==> src/rtl/alu_pkg.sv <==
// alu_pkg: types shared by the ALU issue controller and its command FIFO.
//   ALU_W     - operand/result width of the team's combinational ALU
//   alu_op_e  - 3-bit ALU opcode encoding
//   alu_cmd_t - one queued command {op, a, b, use_acc}
//   state_e   - issue FSM states
package alu_pkg;

  localparam int ALU_W = 12;

  typedef enum logic [2:0] {
    OP_ABS = 3'd0,
    OP_SHL = 3'd1,
    OP_AND = 3'd2,
    OP_OR  = 3'd3,
    OP_XOR = 3'd4,
    OP_NOT = 3'd5,
    OP_ADD = 3'd6,
    OP_SUB = 3'd7
  } alu_op_e;

  typedef struct packed {
    alu_op_e          op;
    logic [ALU_W-1:0] a;
    logic [ALU_W-1:0] b;
    logic             use_acc;
  } alu_cmd_t;

  typedef enum logic [1:0] {
    IDLE = 2'd0,
    EXEC = 2'd1,
    HOLD = 2'd2
  } state_e;

endpackage

==> src/rtl/alu_cmd_fifo.sv <==
// alu_cmd_fifo: DEPTH-entry command FIFO storing alu_cmd_t.
// Ports:
//   clk, rst_n     - clock, asynchronous active-low reset
//   push, din      - write request and command (ignored when full)
//   pop, dout      - read request (ignored when empty) and head command
//   full, empty    - status derived from registered pointers
// Pointers carry one extra wrap bit so full and empty are distinguishable.
module alu_cmd_fifo
  import alu_pkg::*;
#(
  parameter int DEPTH = 2
) (
  input  logic     clk,
  input  logic     rst_n,
  input  logic     push,
  input  alu_cmd_t din,
  input  logic     pop,
  output alu_cmd_t dout,
  output logic     full,
  output logic     empty
);

  localparam int AW = $clog2(DEPTH);

  alu_cmd_t        mem [DEPTH];
  logic [AW:0]     wr_ptr;
  logic [AW:0]     rd_ptr;
  logic            do_push;
  logic            do_pop;

  assign full    = (wr_ptr[AW-1:0] == rd_ptr[AW-1:0]) && (wr_ptr[AW] != rd_ptr[AW]);
  assign empty   = (wr_ptr == rd_ptr);
  assign do_push = push && !full;
  assign do_pop  = pop && !empty;
  assign dout    = mem[rd_ptr[AW-1:0]];

  always_ff @(posedge clk or negedge rst_n) begin
    if (!rst_n) begin
      wr_ptr <= '0;
      rd_ptr <= '0;
    end else begin
      if (do_push) wr_ptr <= wr_ptr + 1'b1;
      if (do_pop)  rd_ptr <= rd_ptr + 1'b1;
    end
  end

  always_ff @(posedge clk) begin
    if (do_push) mem[wr_ptr[AW-1:0]] <= din;
  end

endmodule

==> src/rtl/alu_issue_ctrl.sv <==
// alu_issue_ctrl: sequential issue/retire stage around the combinational ALU.
// Ports:
//   cmd_valid/cmd_ready, cmd_op/cmd_a/cmd_b/cmd_use_acc - command input handshake
//   alu_a/alu_b/alu_op                                   - registered ALU operands
//   alu_z/alu_carry/alu_sign/alu_ov                      - ALU result and flags
//   res_valid/res_ready, res_z/res_carry/res_sign/res_ov - registered result handshake
//   busy                                                 - FSM not IDLE or FIFO not empty
// Optional macro STICKY_FLAGS_EN adds flag_clr, sticky_ov and sticky_carry.
module alu_issue_ctrl
  import alu_pkg::*;
#(
  parameter int W     = 12,
  parameter int DEPTH = 2
) (
  input  logic         clk,
  input  logic         rst_n,
  input  logic         cmd_valid,
  output logic         cmd_ready,
  input  logic [2:0]   cmd_op,
  input  logic [W-1:0] cmd_a,
  input  logic [W-1:0] cmd_b,
  input  logic         cmd_use_acc,
  output logic [W-1:0] alu_a,
  output logic [W-1:0] alu_b,
  output logic [2:0]   alu_op,
  input  logic [W-1:0] alu_z,
  input  logic         alu_carry,
  input  logic         alu_sign,
  input  logic         alu_ov,
  output logic         res_valid,
  input  logic         res_ready,
  output logic [W-1:0] res_z,
  output logic         res_carry,
  output logic         res_sign,
  output logic         res_ov,
  output logic         busy
`ifdef STICKY_FLAGS_EN
  ,
  input  logic         flag_clr,
  output logic         sticky_ov,
  output logic         sticky_carry
`endif
);

  state_e       state;
  logic [W-1:0] acc;
  alu_cmd_t     wr_cmd;
  alu_cmd_t     head;
  logic         full;
  logic         empty;
  logic         pop;

  assign wr_cmd.op      = alu_op_e'(cmd_op);
  assign wr_cmd.a       = cmd_a;
  assign wr_cmd.b       = cmd_b;
  assign wr_cmd.use_acc = cmd_use_acc;

  alu_cmd_fifo #(
    .DEPTH (DEPTH)
  ) u_fifo (
    .clk   (clk),
    .rst_n (rst_n),
    .push  (cmd_valid),
    .din   (wr_cmd),
    .pop   (pop),
    .dout  (head),
    .full  (full),
    .empty (empty)
  );

  assign cmd_ready = !full;
  assign busy      = (state != IDLE) || !empty;
  assign pop       = !empty && ((state == IDLE) || ((state == HOLD) && res_ready));

  // acc is written on the EXEC->HOLD edge, so any pop from HOLD already
  // sees the result of the immediately preceding command.
  always_ff @(posedge clk or negedge rst_n) begin
    if (!rst_n) begin
      state     <= IDLE;
      acc       <= '0;
      alu_a     <= '0;
      alu_b     <= '0;
      alu_op    <= '0;
      res_valid <= 1'b0;
      res_z     <= '0;
      res_carry <= 1'b0;
      res_sign  <= 1'b0;
      res_ov    <= 1'b0;
    end else begin
      case (state)
        IDLE: begin
          if (pop) begin
            alu_a  <= head.use_acc ? acc : head.a;
            alu_b  <= head.b;
            alu_op <= head.op;
            state  <= EXEC;
          end
        end
        EXEC: begin
          res_z     <= alu_z;
          res_carry <= alu_carry;
          res_sign  <= alu_sign;
          res_ov    <= alu_ov;
          res_valid <= 1'b1;
          acc       <= alu_z;
          state     <= HOLD;
        end
        HOLD: begin
          if (res_ready) begin
            res_valid <= 1'b0;
            if (pop) begin
              alu_a  <= head.use_acc ? acc : head.a;
              alu_b  <= head.b;
              alu_op <= head.op;
              state  <= EXEC;
            end else begin
              state <= IDLE;
            end
          end
        end
        default: state <= IDLE;
      endcase
    end
  end

`ifdef STICKY_FLAGS_EN
  // Set has priority over a same-cycle clear.
  always_ff @(posedge clk or negedge rst_n) begin
    if (!rst_n) begin
      sticky_ov    <= 1'b0;
      sticky_carry <= 1'b0;
    end else begin
      if ((state == EXEC) && alu_ov) sticky_ov <= 1'b1;
      else if (flag_clr)             sticky_ov <= 1'b0;
      if ((state == EXEC) && alu_carry) sticky_carry <= 1'b1;
      else if (flag_clr)                sticky_carry <= 1'b0;
    end
  end
`endif

endmodule

==> config.mk <==
export PLATFORM = sky130hd
export DESIGN_NAME = alu_issue_ctrl
export DESIGN_NICKNAME = d
export VERILOG_FILES = /design/src/rtl/alu_pkg.sv /design/src/rtl/alu_cmd_fifo.sv /design/src/rtl/alu_issue_ctrl.sv
export SDC_FILE = /design/constraint.sdc
export NUM_CORES = 1
export LEC_CHECK = 0
export CAP_MARGIN = 20
export CELL_PAD_IN_SITES_DETAIL_PLACEMENT = 1
export CELL_PAD_IN_SITES_GLOBAL_PLACEMENT = 1
export CORE_MARGIN = 3
export CORE_UTILIZATION = 42
export DETAILED_ROUTE_END_ITERATION = 8
export PLACE_DENSITY = 0.86
export SYNTH_ARGS = -nofsm -noshare
export SYNTH_HDL_FRONTEND = slang
export SYNTH_SLANG_ARGS = --single-unit
==> constraint.sdc <==
create_clock -name clk -period 2.8 [get_ports clk]
set_input_delay 0.42 -clock clk [delete_from_list [all_inputs] [get_ports clk]]
set_output_delay 0.42 -clock clk [all_outputs]
set_load 0.02 [all_outputs]
==> results.json <==
{
  "status": "completed",
  "grt_pass1_vias": 2672,
  "drv_cap": 0,
  "wl_per_cell_um": 19.03,
  "detailed_place_hpwl_um": 6108,
  "areaGrowthSynthToFinish_pct": 30.79,
  "drtPass1Iterations": 5,
  "p_comb_frac": 0.465,
  "hold_buffers": 0,
  "cts_buffers": 9,
  "wirelength_um": 8869,
  "num_vias": 2341,
  "multi_input_area_mm2": 0.001192,
  "grt_use_total": 0.1665,
  "hold_violations": 0,
  "p_leak_nw": 2.129,
  "place_area_mm2": 0.005261,
  "synth_area_mm2": 0.004174,
  "post-route-period-util": 0.8980,
  "clk_pin_slew_ps": 100,
  "cp.arrival_ps": 2090,
  "place.gp.congestion": 0.7108,
  "fin_nets": 379,
  "min_period_ps": 2514,
  "ys_types": 23,
  "grt_max_degree": 30,
  "gr-total-overflow": 0,
  "criticalPathCategory": "reg -> out",
  "cts_sinks": 105,
  "start_util": 0.4413,
  "powerDensity_mw_per_mm2": 1248,
  "cts_buffer_depth": 2,
  "dieArea_mm2": 0.01117,
  "antenna_found_initial": 0,
  "drv_slew": 0,
  "finalSetupViolations": 0,
  "irDropWorstVdd_mv": 0.6597,
  "htree_levels": 3,
  "ios": 92,
  "cts_resized": 0,
  "portBuffers": 91,
  "coreArea_mm2": 0.009459,
  "setup_ws_ps": 285.5,
  "rr_worst_depth": 4,
  "remaining_drc_errors": 0,
  "netlist_instances": 233,
  "grt_pass1_wl_um": 14380,
  "cts_tree": "done",
  "hp-class": "in -> async",
  "cp.required_ps": 2380,
  "diodes": 0,
  "synth.avg_cell_area_um2": 17.91,
  "swShare": 0.3509,
  "skew_ps": 15.57,
  "seqPwrFrac": 0.396,
  "synth_nets": 280,
  "rsz0062_at_grt": "false",
  "power.switching_mw": 2.391,
  "crit_fanout": 6,
  "clkPwrFrac": 0.138,
  "seqCellArea_mm2": 0.002909,
  "first_iter_violations": 41,
  "cp-start-kind": "flop",
  "dpl_worst_slack_ps": 602.8,
  "slew-limit-headroom": 0.4906,
  "rows": 35,
  "cts-root-buf": "clkbuf_8",
  "ant_nets": 0,
  "p_int_mw": 4.423,
  "final_cell_mix": "clkdlybuf4s50_1, edfxtp_1, mux2_2",
  "final_cell_area_mm2": 0.005459,
  "max_freq_ghz": 0.3977,
  "worstMarginPinSlew_ps": 744.8,
  "die_w_um": 105.7,
  "finalSetupTns_ps": 0,
  "synth_seq_cells": 105,
  "ys_seq_area_frac": 0.6966,
  "worstSetupEndpointType": "output port",
  "clock_latency_ps": 360,
  "post_drt_via_cell_ratio": 5.024,
  "fp.dieH_um": 105.7,
  "yosysWarnings": 0,
  "cts_setup_buffers": 0,
  "drive_gt1_frac": 0.2433,
  "fillers": 932,
  "final_common_cell": "clkdlybuf4s50_1"
}
==> Yosys cell counts <==
library cell | instances | share of area
edfxtp_1 | 56 | 0.40
nor2_1 | 3 | 0.0027
xnor2_1 | 5 | 0.010
a211oi_2 | 1 | 0.0030
buf_6 | 1 | 0.0027
nand3_1 | 1 | 0.0012
nand2b_1 | 1 | 0.0015
nor2b_1 | 1 | 0.0015
nand2_1 | 1 | 0.00090
buf_2 | 5 | 0.0060
mux2i_1 | 36 | 0.086
dfrtp_1 | 49 | 0.29
buf_4 | 3 | 0.0054
mux2_4 | 8 | 0.029
a21oi_1 | 2 | 0.0024
a21o_1 | 1 | 0.0018
xor2_1 | 2 | 0.0042
o21ai_0 | 1 | 0.0012
buf_8 | 1 | 0.0036
mux2_2 | 49 | 0.13
a2111oi_0 | 1 | 0.0021
inv_1 | 4 | 0.0036
o211ai_1 | 1 | 0.0018
==> logic make-up after synthesis <==
family                    after synthesis  share of synthesized area
and+or+nand+nor                         7                   0.007793
buffers and inverters                  14                    0.02128
AOI/OAI and AO/OA                       7                    0.01229
muxes                                  93                     0.2473
xor gates and xnor gates                7                    0.01469
DFF                                   105                     0.6966
==> per-layer routing <==
layer	share of wire	vias up	wire length [um]	global-route usage
met5	0	-	0	0
met4	0.012	0	104	0.04533
met3	0.048	9	426	0.04470
met2	0.54	69	4749	0.2937
met1	0.40	1209	3589	0.2011
li1	-	1054	-	-
==> power groups by stage <==
stage,Combinational (mW),Clock [mW],Sequential [mW]
final,3.17,0.944,2.70
after global routing,3.38,1.04,2.79
after CTS,3.23,0.974,2.71
after detailed placement,3.21,0,2.74
after global placement,3.09,0,2.69
after floorplan,1.70,0,2.99
==> critical path, stage by stage, from the launching register on <==
cell and delay, ps:
dfrtp_1 410, xnor2_1 550, nand2b_1 180, clkdlybuf4s50_1 600
==> layout make-up <==
class                           instances  area share
Clock buffer                           12     0.02659
Clock inverter                          4    0.009626
Inverter                                4    0.002750
Multi-Input combinational cell        114      0.2184
Sequential cell                       105      0.5329
Tap cell                              129     0.02957
Timing Repair Buffer                   98      0.1802
==> stage by stage <==
stage / power [mW] / hold slack, ps / std cells / util
finish: 6.815 / 78.34 / 466 / 0.5771
global placement: 5.778 / 477.7 / 450 / 0.5562
global route: 7.209 / 113.6 / 466 / 0.5771
floorplan: 4.681 / 124.4 / 233 / -
CTS: 6.918 / 83.42 / 466 / 0.5771
detailed placement: 5.950 / 487.1 / 450 / 0.5562
==> registers in the layout (all words and copies together) (netlist names) <==
| signal | cells |
|---|---|
| u_fifo.mem | 56 |
| acc | 12 |
| alu_a | 12 |
| alu_b | 12 |
| alu_op | 3 |
| state | 2 |
| u_fifo.rd_ptr | 2 |
| u_fifo.wr_ptr | 2 |
| res_carry | 1 |
| res_ov | 1 |
| res_sign | 1 |
| res_valid | 1 |
==> worst paths after layout <==
kind,start,to,slack (ps)
worst min register to register,u_fifo.rd_ptr[1],u_fifo.rd_ptr[1],500
min in group clk,u_fifo.rd_ptr[1],u_fifo.rd_ptr[1],500
worst min-delay path,rst_n,acc[2],80
worst max-delay path,u_fifo.rd_ptr[1],cmd_ready,290
max in group asynchronous,rst_n,alu_a[7],2080
worst max register to register,u_fifo.rd_ptr[1],u_fifo.mem[0][22],570
Note: power is estimated with default switching activity, not from simulation.
